`config.mk`:
```
export PLATFORM = sky130hd
export DESIGN_NAME = axi_w_receiver_flat
export DESIGN_NICKNAME = d
export VERILOG_FILES = /design/src/rtl/axi_w_pkg.sv /design/src/rtl/axi_w_if.sv /design/src/rtl/axi_w_fifo.sv /design/src/rtl/axi_w_receiver.sv /design/src/flat_wrapper.sv
export SDC_FILE = /design/constraint.sdc
export NUM_CORES = 1
export LEC_CHECK = 0
export ABC_AREA = 1
export CORE_MARGIN = 5
export CORE_UTILIZATION = 30
export CTS_CLUSTER_DIAMETER = 40
export DETAILED_ROUTE_END_ITERATION = 12
export PLACE_DENSITY = 0.6
export SETUP_SLACK_MARGIN = 0.02
export SLEW_MARGIN = 40
export SYNTH_ARGS = -nofsm -noshare
export SYNTH_HDL_FRONTEND = slang
export SYNTH_SLANG_ARGS = --single-unit
```
`constraint.sdc`:
```
create_clock -name clk_i -period 16.6 [get_ports clk_i]
set_clock_uncertainty 0.1 [all_clocks]
set_input_delay 3.32 -clock clk_i [delete_from_list [all_inputs] [get_ports clk_i]]
set_output_delay 3.32 -clock clk_i [all_outputs]
set_load 0.03 [all_outputs]
```
`src/rtl/axi_w_pkg.sv`:
```
// Shared types for the AXI W-channel receiver: FSM states, FIFO entry layout, widths.
// Data width comes from the XLEN macro (default 64).
`ifndef XLEN
  `define XLEN 64
`endif

package axi_w_pkg;

  localparam int XLEN_P = `XLEN;
  localparam int STRB_W = XLEN_P / 8;

  typedef enum logic [1:0] {
    IDLE = 2'd0,
    DATA = 2'd1,
    RESP = 2'd2
  } state_t;

  typedef struct packed {
    logic [XLEN_P-1:0] data;
    logic [STRB_W-1:0] strb;
    logic [7:0]        beat;
    logic              last;
  } fifo_entry_t;

endpackage

```
`src/rtl/axi_w_if.sv`:
```
// Bundle of command, W, local write-port and completion signals for axi_w_receiver.
// Signal names keep the receiver's point of view (_i into it, _o out of it).
interface axi_w_if #(
  parameter int XLEN = axi_w_pkg::XLEN_P
);

  localparam int SW = XLEN / 8;

  logic            cmd_valid_i;
  logic            cmd_ready_o;
  logic [7:0]      cmd_len_i;
  logic [XLEN-1:0] wdata_i;
  logic [SW-1:0]   wstrb_i;
  logic            wlast_i;
  logic            wvalid_i;
  logic            wready_o;
  logic            mem_valid_o;
  logic            mem_ready_i;
  logic [XLEN-1:0] mem_data_o;
  logic [SW-1:0]   mem_strb_o;
  logic [7:0]      mem_beat_o;
  logic            mem_last_o;
  logic            done_valid_o;
  logic            done_ready_i;
  logic            done_err_o;

  modport slave (
    input  cmd_valid_i, cmd_len_i, wdata_i, wstrb_i, wlast_i, wvalid_i,
           mem_ready_i, done_ready_i,
    output cmd_ready_o, wready_o, mem_valid_o, mem_data_o, mem_strb_o,
           mem_beat_o, mem_last_o, done_valid_o, done_err_o
  );

  modport master (
    output cmd_valid_i, cmd_len_i, wdata_i, wstrb_i, wlast_i, wvalid_i,
           mem_ready_i, done_ready_i,
    input  cmd_ready_o, wready_o, mem_valid_o, mem_data_o, mem_strb_o,
           mem_beat_o, mem_last_o, done_valid_o, done_err_o
  );

endinterface

```
`src/rtl/axi_w_fifo.sv`:
```
// Synchronous FIFO of beat entries; full/empty derived from pointers with one extra wrap bit.
module axi_w_fifo
  import axi_w_pkg::*;
#(
  parameter int DEPTH = 2
) (
  input  logic        clk_i,
  input  logic        arstn_i,
  input  logic        push_i,
  input  fifo_entry_t din_i,
  input  logic        pop_i,
  output fifo_entry_t dout_o,
  output logic        full_o,
  output logic        empty_o
);

  localparam int AW = $clog2(DEPTH);

  logic [AW:0] wr_ptr_q, wr_ptr_d;
  logic [AW:0] rd_ptr_q, rd_ptr_d;
  logic        push_ok, pop_ok;
  fifo_entry_t mem_q [DEPTH];

  assign empty_o = (wr_ptr_q == rd_ptr_q);
  assign full_o  = (wr_ptr_q[AW] != rd_ptr_q[AW]) &&
                   (wr_ptr_q[AW-1:0] == rd_ptr_q[AW-1:0]);
  assign push_ok = push_i && !full_o;
  assign pop_ok  = pop_i && !empty_o;
  assign dout_o  = mem_q[rd_ptr_q[AW-1:0]];

  always_comb begin
    wr_ptr_d = wr_ptr_q;
    rd_ptr_d = rd_ptr_q;
    if (push_ok) wr_ptr_d = wr_ptr_q + 1'b1;
    if (pop_ok)  rd_ptr_d = rd_ptr_q + 1'b1;
  end

  always_ff @(posedge clk_i or negedge arstn_i) begin
    if (!arstn_i) begin
      wr_ptr_q <= '0;
      rd_ptr_q <= '0;
    end else begin
      wr_ptr_q <= wr_ptr_d;
      rd_ptr_q <= rd_ptr_d;
    end
  end

  // Storage carries no reset; the read side masks it while empty.
  always_ff @(posedge clk_i) begin
    if (push_ok) mem_q[wr_ptr_q[AW-1:0]] <= din_i;
  end

endmodule

```
`src/rtl/axi_w_receiver.sv`:
```
// AXI W-channel slave terminator: one burst per command, beats buffered and forwarded with index.
// Optional protocol checking (wlast/strobe errors on done_err_o) enabled by AXI_W_PROTOCOL_CHECK_EN.
module axi_w_receiver
  import axi_w_pkg::*;
#(
  parameter int FIFO_DEPTH = 2
) (
  input  logic    clk_i,
  input  logic    arstn_i,
  axi_w_if.slave  bus
);

  state_t      state_q, state_d;
  logic [7:0]  len_q, len_d;
  logic [8:0]  cnt_q, cnt_d;
  logic        cmd_ready, wready, push, pop, done_valid;
  logic        fifo_full, fifo_empty, is_last;
  fifo_entry_t din, dout;

  // Nine-bit count lets len=255 run to 256 and stop cleanly.
  assign is_last = (cnt_q == {1'b0, len_q});
  assign pop     = !fifo_empty && bus.mem_ready_i;
  assign din     = '{data: bus.wdata_i, strb: bus.wstrb_i, beat: cnt_q[7:0], last: is_last};

  always_comb begin
    state_d    = state_q;
    len_d      = len_q;
    cnt_d      = cnt_q;
    cmd_ready  = 1'b0;
    wready     = 1'b0;
    push       = 1'b0;
    done_valid = 1'b0;
    case (state_q)
      IDLE: begin
        cmd_ready = 1'b1;
        if (bus.cmd_valid_i) begin
          len_d   = bus.cmd_len_i;
          cnt_d   = '0;
          state_d = DATA;
        end
      end
      DATA: begin
        wready = !fifo_full && (cnt_q <= {1'b0, len_q});
        push   = wready && bus.wvalid_i;
        if (push) cnt_d = cnt_q + 9'd1;
        if (pop && dout.last) state_d = RESP;
      end
      RESP: begin
        done_valid = 1'b1;
        if (bus.done_ready_i) state_d = IDLE;
      end
      default: state_d = IDLE;
    endcase
  end

  always_ff @(posedge clk_i or negedge arstn_i) begin
    if (!arstn_i) begin
      state_q <= IDLE;
      len_q   <= '0;
      cnt_q   <= '0;
    end else begin
      state_q <= state_d;
      len_q   <= len_d;
      cnt_q   <= cnt_d;
    end
  end

  axi_w_fifo #(.DEPTH(FIFO_DEPTH)) u_fifo (
    .clk_i   (clk_i),
    .arstn_i (arstn_i),
    .push_i  (push),
    .din_i   (din),
    .pop_i   (pop),
    .dout_o  (dout),
    .full_o  (fifo_full),
    .empty_o (fifo_empty)
  );

  assign bus.cmd_ready_o  = cmd_ready;
  assign bus.wready_o     = wready;
  assign bus.done_valid_o = done_valid;
  assign bus.mem_valid_o  = !fifo_empty;
  assign bus.mem_data_o   = fifo_empty ? '0 : dout.data;
  assign bus.mem_strb_o   = fifo_empty ? '0 : dout.strb;
  assign bus.mem_beat_o   = fifo_empty ? '0 : dout.beat;
  assign bus.mem_last_o   = !fifo_empty && dout.last;

`ifdef AXI_W_PROTOCOL_CHECK_EN
  logic err_q, err_d;

  // Error is sticky across the burst and cleared once back in IDLE.
  always_comb begin
    err_d = err_q;
    if (state_q == IDLE)
      err_d = 1'b0;
    else if (push && ((bus.wlast_i != is_last) || (bus.wstrb_i == '0)))
      err_d = 1'b1;
  end

  always_ff @(posedge clk_i or negedge arstn_i) begin
    if (!arstn_i) err_q <= 1'b0;
    else          err_q <= err_d;
  end

  assign bus.done_err_o = (state_q == RESP) && err_q;
`else
  logic wlast_unused;
  assign wlast_unused   = bus.wlast_i;
  assign bus.done_err_o = 1'b0;
`endif

endmodule

```
`src/flat_wrapper.sv`:
```
// flat-port wrapper written by rule: the top's interface ports become plain ports
module axi_w_receiver_flat import axi_w_pkg::*;
#(
  parameter int FIFO_DEPTH = 2
)
  (clk_i, arstn_i, bus_cmd_valid_i, bus_cmd_len_i, bus_wdata_i, bus_wstrb_i, bus_wlast_i, bus_wvalid_i, bus_mem_ready_i, bus_done_ready_i, bus_cmd_ready_o, bus_wready_o, bus_mem_valid_o, bus_mem_data_o, bus_mem_strb_o, bus_mem_beat_o, bus_mem_last_o, bus_done_valid_o, bus_done_err_o);
  axi_w_if bus_i ();
  input  logic clk_i;
  input  logic arstn_i;
  input wire logic [$bits(bus_i.cmd_valid_i)-1:0] bus_cmd_valid_i;
  input wire logic [$bits(bus_i.cmd_len_i)-1:0] bus_cmd_len_i;
  input wire logic [$bits(bus_i.wdata_i)-1:0] bus_wdata_i;
  input wire logic [$bits(bus_i.wstrb_i)-1:0] bus_wstrb_i;
  input wire logic [$bits(bus_i.wlast_i)-1:0] bus_wlast_i;
  input wire logic [$bits(bus_i.wvalid_i)-1:0] bus_wvalid_i;
  input wire logic [$bits(bus_i.mem_ready_i)-1:0] bus_mem_ready_i;
  input wire logic [$bits(bus_i.done_ready_i)-1:0] bus_done_ready_i;
  output wire logic [$bits(bus_i.cmd_ready_o)-1:0] bus_cmd_ready_o;
  output wire logic [$bits(bus_i.wready_o)-1:0] bus_wready_o;
  output wire logic [$bits(bus_i.mem_valid_o)-1:0] bus_mem_valid_o;
  output wire logic [$bits(bus_i.mem_data_o)-1:0] bus_mem_data_o;
  output wire logic [$bits(bus_i.mem_strb_o)-1:0] bus_mem_strb_o;
  output wire logic [$bits(bus_i.mem_beat_o)-1:0] bus_mem_beat_o;
  output wire logic [$bits(bus_i.mem_last_o)-1:0] bus_mem_last_o;
  output wire logic [$bits(bus_i.done_valid_o)-1:0] bus_done_valid_o;
  output wire logic [$bits(bus_i.done_err_o)-1:0] bus_done_err_o;
  assign bus_i.cmd_valid_i = bus_cmd_valid_i;
  assign bus_i.cmd_len_i = bus_cmd_len_i;
  assign bus_i.wdata_i = bus_wdata_i;
  assign bus_i.wstrb_i = bus_wstrb_i;
  assign bus_i.wlast_i = bus_wlast_i;
  assign bus_i.wvalid_i = bus_wvalid_i;
  assign bus_i.mem_ready_i = bus_mem_ready_i;
  assign bus_i.done_ready_i = bus_done_ready_i;
  assign bus_cmd_ready_o = bus_i.cmd_ready_o;
  assign bus_wready_o = bus_i.wready_o;
  assign bus_mem_valid_o = bus_i.mem_valid_o;
  assign bus_mem_data_o = bus_i.mem_data_o;
  assign bus_mem_strb_o = bus_i.mem_strb_o;
  assign bus_mem_beat_o = bus_i.mem_beat_o;
  assign bus_mem_last_o = bus_i.mem_last_o;
  assign bus_done_valid_o = bus_i.done_valid_o;
  assign bus_done_err_o = bus_i.done_err_o;
  axi_w_receiver #(.FIFO_DEPTH(FIFO_DEPTH)) u_core (.clk_i(clk_i), .arstn_i(arstn_i), .bus(bus_i));
endmodule
```
# --- Yosys cells after proc, flatten, opt, wreduce, memory -nomap -nowiden ---
# Memory sizes are Yosys's and may differ from the RTL's.
# Index checks and enable logic that the tools add are counted.
word_totals:
  reg_bits: 23
  mem_count: 1
  out_inout_bits: 86
  input_bits: 87
  ramBits: 162
  wordCells: 51
classes:
  order_cmp: 1
  n_mux: 16
  n_eq_ne: 10
  addsub: 3
  n_reduce_logical: 15
mem_list:
  columns: ["memory", "words", "width", "rd", "rd_ports_with_merged_regs", "wr", "line", "rtl"]
  rows:
  - ["u_core.u_fifo.mem_q", 2, 81, 1, 0, 1, "axi_w_fifo.sv:22", "fifo_entry_t mem_q [DEPTH];"]
op_table:
  columns: ["op", "n"]
  rows:
  - ["two-way mux 64 bit", 1]
  - ["two-way mux 9 bit", 2]
  - ["case mux 9 bit (2 select lines)", 1]
  - ["two-way mux 8 bit", 2]
  - ["adder 9 x 1 -> 9 bit, second input constant", 1]
  - ["equality test 9 x 8 -> 1 bit", 1]
  - ["<= comparator 9 x 8 -> 1 bit", 1]
  - ["logical AND 1 bit", 8]
  - ["two-way mux 1 bit", 6]
  - ["two-way mux 2 bit", 3]
  - ["case mux 2 bit (3 select lines)", 1]
  - ["AND reduction 3 bit", 2]
  - ["adder 2 x 1 -> 2 bit, second input constant", 2]
  - ["inequality test 2 x 1 -> 1 bit, second input constant", 2]
  - ["inequality test 2 bit, second input constant", 2]
  - ["equality test 2 x 1 -> 1 bit, second input constant", 1]
  - ["equality test 2 bit", 1]
  - ["equality test 2 bit, second input constant", 1]
  - ["zero test 1 bit", 2]
  - ["zero test 2 bit", 1]
  - ["AND reduction 2 bit", 1]
  - ["nonzero test 2 bit", 1]
  - ["equality test 1 bit", 1]
  - ["inequality test 1 bit", 1]

# --- Depth between registers and ports, before layout ---
# Gate-level depths: netlist of run 1.
depth:
  ltp_word: 9
  mapped_depth: 13
  ltp_nobuf: 13

# --- Hierarchy ---
# A second synthesis of run 1 with hierarchy kept.
hier_totals:
  cells_unflattened: 802
  hier_area_um2: 8121.5
modules_own_cells:
  columns: ["mod", "area_each_um2", "cells_per_inst", "instances", "seq_area_each_um2"]
  rows:
  - ["axi_w_fifo", 6238.5, 464, 1, 4964.8]
  - ["axi_w_receiver", 1883.1, 338, 1, 475.5]

# --- Worst setup path before layout of run 1 ---
# Ideal clock, no wire load.
synth_timing:
  kind: "input -> register"
  from: "in bus_wvalid_i"
  to: "mem u_core.u_fifo.mem_q[1][0] in the netlist's numbering, enable pin"
  required_ps: 15978
  setup_time_ps: 522
  setup_slack_ps: 9015
  path_stages: 3
  t_arrival_ps: 6962
  n_path_buf: 1
  cell_sequence: "nand3_4 -> buf_6 -> nor2_1"
synth_between:
  elab_chain_cells: 5
synth_lines:
  columns: ["item", "line", "rtl"]
  rows:
  - ["start: declaration", "flat_wrapper.sv:15", "input wire logic [$bits(bus_i.wvalid_i)-1:0] bus_wvalid_i;"]
  - ["logical AND 1 bit", "axi_w_receiver.sv:44", "push = wready && bus.wvalid_i;"]
  - ["two-way mux 1 bit", "axi_w_receiver.sv:33", "case (state_q)"]
  - ["logical AND 1 bit", "axi_w_fifo.sv:27", "assign push_ok = push_i && !full_o;"]
  - ["two-way mux 1 bit", "axi_w_fifo.sv:50", "if (push_ok) mem_q[wr_ptr_q[AW-1:0]] <= din_i;"]
  - ["two-way mux 1 bit (not written as such)", "axi_w_fifo.sv:50", null]
  - ["end: declaration", "axi_w_fifo.sv:22", null]
# Every way passes these cells.

# --- Final worst setup path of run 1 ---
layout_timing:
  from: "reg u_core.u_fifo.rd_ptr_q[0]"
  to: "out bus_mem_data_o[53]"
layout_between:
  elab_chain_cells: 2
  elab_cells_between_ends: 3
  cone_classes: "eq/ne: 1; mux: 1; memory: 1"
layout_lines:
  columns: ["item", "line", "rtl"]
  rows:
  - ["start: declaration", "axi_w_fifo.sv:20", "logic [AW:0] rd_ptr_q, rd_ptr_d;"]
  - ["start signal: assignment", "axi_w_fifo.sv:44", "rd_ptr_q <= rd_ptr_d;"]
  - ["memory (2 x 81 bit) / equality test 2 bit (equally long branches)", null, null]
  - ["two-way mux 64 bit *", "axi_w_receiver.sv:83", "assign bus.mem_data_o = fifo_empty ? '0 : dout.data;"]
  - ["end: declaration", "flat_wrapper.sv:21", "output wire logic [$bits(bus_i.mem_data_o)-1:0] bus_mem_data_o;"]
# Mark *: on every way between the ends. The rest lies on a longest branch, timed or not.

==> results of run 1 <==
## path summary, 6_finish.rpt
path / cells past startpoint / endpoint / start / slack, ns
min in group asynchronous: 1 / u_core.len_q[1]$_DFFE_PN0P_ / arstn_i / 2.78
max reg2reg: 9 / u_core.u_fifo.mem_q[1][49]$_DFFE_PP_ / u_core.cnt_q[4]$_DFFE_PN0P_ / 13.21
min: 1 / u_core.u_fifo.rd_ptr_q[1]$_DFFE_PN0P_ / u_core.u_fifo.rd_ptr_q[1]$_DFFE_PN0P_ / 0.39
max: 6 / bus_mem_data_o[53] / u_core.u_fifo.rd_ptr_q[0]$_DFFE_PN0P_ / 9.80
min reg2reg: 1 / u_core.u_fifo.rd_ptr_q[1]$_DFFE_PN0P_ / u_core.u_fifo.rd_ptr_q[1]$_DFFE_PN0P_ / 0.39
max in group asynchronous: 1 / u_core.u_fifo.rd_ptr_q[0]$_DFFE_PN0P_ / arstn_i / 13.21
## worst max-delay path: cells and delay by family, from the launching register on
| kind | cells | cell delay [ns] |
|---|---|---|
| and+or+nand+nor | 1 | 0.16 |
| xor gates and xnor gates | 1 | 0.26 |
| AOI/OAI and AO/OA | 1 | 0.13 |
| DFF | 1 | 0.59 |
| buffers and inverters | 3 | 1.81 |
## per-stage QoR
step | hold slack (ns) | std cells | total power, W | setup WS (ns)
5_1_grt | 0.408 | 1117 | 0.00238 | 9.53
2_1_floorplan | 0.362 | 612 | 0.00139 | 9.02
3_3_place_gp | 0.374 | 1084 | 0.00188 | 10.12
4_1_cts | 0.394 | 1116 | 0.00230 | 9.63
3_5_place_dp | 0.384 | 1084 | 0.00188 | 10.13
6_report | 0.389 | 1117 | 0.00225 | 9.80
## cell families after synthesis
kind of cell    Yosys count  synth area share [%]
other cells               1                0.0509
buf+inv                  57                  3.19
compound gates           98                  6.67
simple gates            256                  14.0
xor+xnor                  5                 0.594
fa+ha+maj                 9                  1.53
flops                   185                  73.8
mux                       1                 0.153
## cell type report
class	instances	area (um^2)
inverter	28	105
fill	2296	14200
tap	324	405
timing repair buffer	178	1770
clock inverter	15	175
clock buffer	17	425
multi-input combinational	370	1710
sequential	185	5440
## registers in the layout (all words and copies together), names as in the netlist
name	count
u_core.cnt_q	9
u_core.u_fifo.rd_ptr_q	2
u_core.u_fifo.wr_ptr_q	2
u_core.u_fifo.mem_q	162
u_core.state_q	2
u_core.len_q	8
## where the power goes
group / switching [W] / total [W] / internal [W]
clock: 0.000189 / 0.000405 / 0.000216
combinational: 0.000766 / 0.00118 / 0.000413
sequential: 0.0000381 / 0.000672 / 0.000634
total: 0.000993 / 0.00225 / 0.00126
## layer usage
layer / global-route usage (%) / vias to the layer above / part of all wire, %
met5: 0 / - / 0
met4: 3.66 / 0 / 1.1
met3: 2.84 / 10 / 4.6
met2: 20.1 / 128 / 50
met1: 15.7 / 2325 / 44
li1: - / 2438 / -
## cell usage in the layout, fill, tap and decap left out, types with 3 or more instances in the layout
cell	synthesis	layout
inv_1	26	26
clkinv_8	0	3
nand3_1	14	14
dfrtp_1	23	22
ha_1	9	9
inv_6	0	6
clkbuf_16	0	17
clkdlybuf4s50_1	0	169
nor3_1	4	4
buf_4	1	7
nor2_1	26	24
xnor2_1	4	4
nand2_1	205	204
a21oi_1	94	94
edfxtp_1	162	162
==> summary.md, run 1 <==
| Metric | Value |
|---|---|
| Static Leakage | `around 3.7 nW` |
| Post-synth top area share | `about two thirds` |
| Starting Density | `a little under a third` |
| DR vias/cell | `roughly 4.4` |
| Area delta synth->final | `36.2%` |
| Pwr/cell area | `225 nW/um^2` |
| Crit path capture type | `primary output` |
| Worst stage delay on the critical path | `0.66 ns` |
| Layout cell share with drive strength beyond 1 | `between 6 and 7%` |
| Net count after synthesis | `approximately 710` |
| Most common cell in the netlist | `nand2_1` |
| Rel. slew slack | `~47%` |
| I/O Pins | `about 170` |
| Placeable Area | `approximately 24000 um^2` |
| First-pass GRT wire length | `between 20000 and 30000 um` |
| Final period demand of the worst path | `slightly below 7 ns` |
| Total die area | `about 28000 um^2` |
| Final period util | `approximately 40%` |
| Worst-path clk slew | `~0.070 ns` |
| Clock buffer depth | `2` |
| WP data required | `roughly 13 ns` |
| Synth unique cells | `28` |
| CP Max Fanout | `42` |
| Hold Buf Count CTS | `0` |
| Avg Inst Size Synth | `roughly 12 um^2` |
| DR vias | `between 4000 and 5000` |
| TritonCTS clock tree | `built` |
| Slowest CP cell | `clkdlybuf4s50_1` |
| Yosys reg bits | `between 150 and 200` |
| # resized after CTS | `0` |
| Post-DRT Antenna Nets | `0` |
| Setup-failing EPs final | `0` |
| Pin count of the biggest net entering global routing | `69` |
| Fmax | `0.147 GHz` |
| Layout Utilization | `about 41%` |
| Die W | `about 170 um` |
| Num CTS Buffers | `17` |
| Root Buffer | `clkbuf_16` |
| Final wirelength | `between 15000 and 20000 um` |
| Critical Path Start Type | `flop` |
| Post-synth EDFFs | `162` |
| Yosys warnings | `0` |
| Overflow after GRT | `0` |
| Critical Path AT | `3.38 ns` |
| Setup Buffers After CTS | `0` |
| Max-cap viol count | `0` |
| Area contributors post-synth | `edfxtp_1 (66%), nand2_1 (10%), dfrtp_1 (7.8%), a21oi_1 (6.4%), ha_1 (1.5%)` |
| DR DRC count | `0` |
| Port Buffers | `170` |
| Slew of the pin with the lowest slew margin | `0.797 ns` |
| Sequential-to-total area share from yosys stat | `around three quarters` |
| Chip height | `around 170 um` |
| Htree depth | `4` |
| Layout net count | `876` |
| Post-synth top cells | `nand2_1 (205), edfxtp_1 (162), a21oi_1 (94), inv_1 (26), nor2_1 (26)` |
| Prevailing post-synth register cell | `edfxtp_1` |
| Initial DRC count | `between 200 and 300` |
| # rows | `57` |
| # diodes | `0` |
| Share of flip-flops with an asynchronous set or reset | `12.4%` |
| DR WL/cell | `roughly 15 um` |
| Setup TNS Final | `0 ns` |
| Initial antenna violation count | `0` |
| Fin. Hold Viols | `0` |
| All-Layer GR Usage | `12.1%` |
| Final RePlAce weighted congestion | `0.722` |
| Crit-path cells | `xnor2_1, nand2_1, inv_2, buf_4, a21oi_1, clkdlybuf4s50_1` |
| Max-slew violation count | `0` |
| Placed cell area | `roughly 9400 um^2` |
| Leading area contributor after synthesis | `edfxtp_1` |
| Mapped Area | `between 7000 and 8000 um^2` |
| Worst VDD drop | `0.161 mV` |
| Cells after synthesis | `612` |
| Hpwl dp | `roughly 11000 um` |
| Final instance area | `approximately 10000 um^2` |
| RSZ-0062 raised after global routing | `false` |
| Run status | `completed` |
| Worst Hold Class | `reg -> reg` |
| Drt pass-1 iters | `4` |
| Vias in the first global route | `around 4700` |
| Critical path class | `reg -> out` |
| CTS Sinks | `approximately 190` |
| Worst skew pair latency | `0.42 ns` |
No activity file was read; power rests on OpenSTA's default activity.
==> run 2: changes to the inputs <==
--- a/config.mk
+++ b/config.mk
@@ -10,7 +10,7 @@
 export CORE_UTILIZATION = 30
 export CTS_CLUSTER_DIAMETER = 40
 export DETAILED_ROUTE_END_ITERATION = 12
-export PLACE_DENSITY = 0.6
+export PLACE_DENSITY = 0.62
 export SETUP_SLACK_MARGIN = 0.02
 export SLEW_MARGIN = 40
 export SYNTH_ARGS = -nofsm -noshare
==> constraint.sdc (replaced) <==
create_clock -name clk_i -period 5.8 [get_ports clk_i]
set_clock_uncertainty 0.1 [all_clocks]
set_input_delay 1.16 -clock clk_i [delete_from_list [all_inputs] [get_ports clk_i]]
set_output_delay 1.16 -clock clk_i [all_outputs]
set_load 0.03 [all_outputs]
==> run 2 against run 1 <==
- die area unchanged
- via count up 0.45%
- core utilization up 0.28 points
- highest routed layer unchanged
- hold slack better by 0.0073 ns
- non-clock buffer count unchanged
- clock power rose to 2.9 times the previous value
- register-to-register slack worse by 10 ns
==> summary.md, run 2 (same netlist as run 1, synthesis figures left out) <==
| Metric | Value |
|---|---|
| Setup Buffers After CTS | `0` |
| R2r worst-path depth | `8` |
| Setup-failing EPs final | `0` |
| Post-Place Setup Slack | `around 1.9 ns` |
| Static Leakage | `3.74 nW` |
| Layout cell share with drive strength beyond 1 | `6.43%` |
| Pwr Total | `0.00653 W` |
| I/O Pins | `between 150 and 200` |
| Slowest CP cell | `clkdlybuf4s50_1` |
| Slew of the pin with the lowest slew margin | `0.723 ns` |
| Max-cap viol count | `0` |
| # resized after CTS | `0` |
| Drt pass-1 iters | `4` |
| Crit path buffers/inverters | `3` |
| Flip-flop count of the largest register after layout | `162` |
| Run status | `completed` |
| Initial antenna violation count | `1` |
| TritonCTS clock tree | `built` |
| Total die area | `roughly 28000 um^2` |
| Final period util | `a little under 80%` |
| Clock buffer depth | `2` |
| DR vias | `between 4000 and 5000` |
| Worst R2R Setup Slack | `roughly 2.7 ns` |
| Max-slew violation count | `0` |
| Final wirelength | `around 17000 um` |
| Inst Count DP | `between 1000 and 1500` |
| First-pass GRT wire length | `26500 um` |
| Port Buffers | `170` |
| Fin. Hold Viols | `0` |
| CP Max Fanout | `42` |
| Crit-path leading delay family | `buffers and inverters` |
| Hold Buf Count CTS | `0` |
| Worst Hold Depth | `1` |
| Most common cell after layout, fill and taps aside | `nand2_1` |
| Final RePlAce weighted congestion | `approximately 0.73` |
| Placeable Area | `about 24000 um^2` |
| DR DRC count | `0` |
| CTS Sinks | `approximately 190` |
| Layout net count | `approximately 880` |
| Met2 usage | `about a fifth` |
| WP data required | `4.54 ns` |
| Worst setup margin | `approximately 1.3 ns` |
| Root Buffer | `clkbuf_16` |
| Rel. slew slack | `51.7%` |
| Die W | `167 um` |
| Critical Path AT | `3.23 ns` |
| Routing usage on met1 | `between 10% and 20%` |
| CP Depth | `6` |
| Reg2reg end | `u_core.u_fifo.mem_q[1][52]$_DFFE_PP_` |
| Pwr/cell area | `between 600 and 700 nW/um^2` |
| Most frequent cells in the layout | `nand2_1 (204), clkdlybuf4s50_1 (169), edfxtp_1 (162)` |
| GRT Max-Usage Layer | `met2` |
| CP endpoint | `bus_mem_beat_o[7]` |
| # rows | `57` |
| Worst skew pair latency | `roughly 0.42 ns` |
| DR vias/cell | `about 4.4` |
| Initial DRC count | `~310` |
| Layout Utilization | `a little over two fifths` |
| Non-filler cells, final | `approximately 1100` |
| Critical path class | `reg -> out` |
| Crit path capture type | `primary output` |
| Worst VDD drop | `between 0.4 and 0.5 mV` |
| Overflow after GRT | `0` |
| DR WL/cell | `around 15 um` |
| Setup TNS Final | `0 ns` |
| All-Layer GR Usage | `between 10% and 20%` |
| Vias in the first global route | `4757` |
| Htree depth | `4` |
| Grt met3 use | `approximately 2.9%` |
| Fmax | `~0.22 GHz` |
| Worst r2r src | `u_core.cnt_q[4]$_DFFE_PN0P_` |
| Fillers | `2274` |
| Pin count of the biggest net entering global routing | `85` |
| Worst stage delay on the critical path | `about 0.74 ns` |
| Post-DRT Antenna Nets | `0` |
| Crit path launch | `u_core.u_fifo.wr_ptr_q[0]$_DFFE_PN0P_` |
| Hpwl dp | `roughly 11000 um` |
| Area delta synth->final | `37.1%` |
| Final period demand of the worst path | `approximately 4.5 ns` |
| Worst Hold Class | `reg -> reg` |
| Chip height | `167 um` |
| Crit-path cells | `xnor2_1, nand2_1, clkinv_2, buf_12, a21oi_1, clkdlybuf4s50_1` |
| Critical Path Start Type | `flop` |
| RSZ-0062 raised after global routing | `false` |
| Starting Density | `30.4%` |
| Worst-path clk slew | `around 0.07 ns` |
| Num CTS Buffers | `17` |
-- run 2: cell types whose count changed in the layout (fill, tap and decap cells not counted), sizes merged --
cell / previous run / this run
bufinv: 1 / 2
inv: 36 / 34
clkinv: 5 / 6
diode: 0 / 1
-- run 2: where the power goes --
group / internal [W] / leakage, nW / total (W) / switching [W]
Combinational: 0.00122 / 1.68 / 0.00344 / 0.00222
Sequential: 0.00181 / 1.77 / 0.00190 / 0.0000921
Clock: 0.000655 / 0.295 / 0.00119 / 0.000530
Total: 0.00369 / 3.74 / 0.00653 / 0.00284
-- run 2: worst min-delay path by stage --
stage,startpoint,to,slack [ns]
after floorplan,u_core.u_fifo.rd_ptr_q[1]$_DFFE_PN0P_,u_core.u_fifo.rd_ptr_q[1]$_DFFE_PN0P_,0.36
final,u_core.u_fifo.rd_ptr_q[1]$_DFFE_PN0P_,u_core.u_fifo.rd_ptr_q[1]$_DFFE_PN0P_,0.40
after global routing,u_core.u_fifo.rd_ptr_q[1]$_DFFE_PN0P_,u_core.u_fifo.rd_ptr_q[1]$_DFFE_PN0P_,0.41
after CTS,u_core.u_fifo.rd_ptr_q[1]$_DFFE_PN0P_,u_core.u_fifo.rd_ptr_q[1]$_DFFE_PN0P_,0.40
after detailed placement,u_core.u_fifo.rd_ptr_q[1]$_DFFE_PN0P_,u_core.u_fifo.rd_ptr_q[1]$_DFFE_PN0P_,0.39
after global placement,u_core.u_fifo.rd_ptr_q[1]$_DFFE_PN0P_,u_core.u_fifo.rd_ptr_q[1]$_DFFE_PN0P_,0.38
-- run 2: cell type report --
type	instances	area [um^2]	area share (%)
timing repair buffer	178	1830	18.1
clock buffer	17	425	4.21
multi-input combinational	370	1710	16.9
tap	324	405	4.01
antenna	1	2.50	0.0248
sequential	185	5440	53.9
clock inverter	15	185	1.83
inverter	28	106	1.05
-- run 2: through the flow --
stage | hold slack, ns | instance area (um^2)
5_1_grt | 0.409 | 10100
3_5_place_dp | 0.388 | 9490
4_1_cts | 0.402 | 10100
6_report | 0.396 | 10100
3_3_place_gp | 0.383 | 9440
2_1_floorplan | 0.362 | 7370
-- run 2: routing by layer --
metal | up-vias | wire (um)
li1 | 2443 | -
met1 | 2349 | 7460
met2 | 118 | 8480
met3 | 13 | 887
met4 | 0 | 211
met5 | - | 0
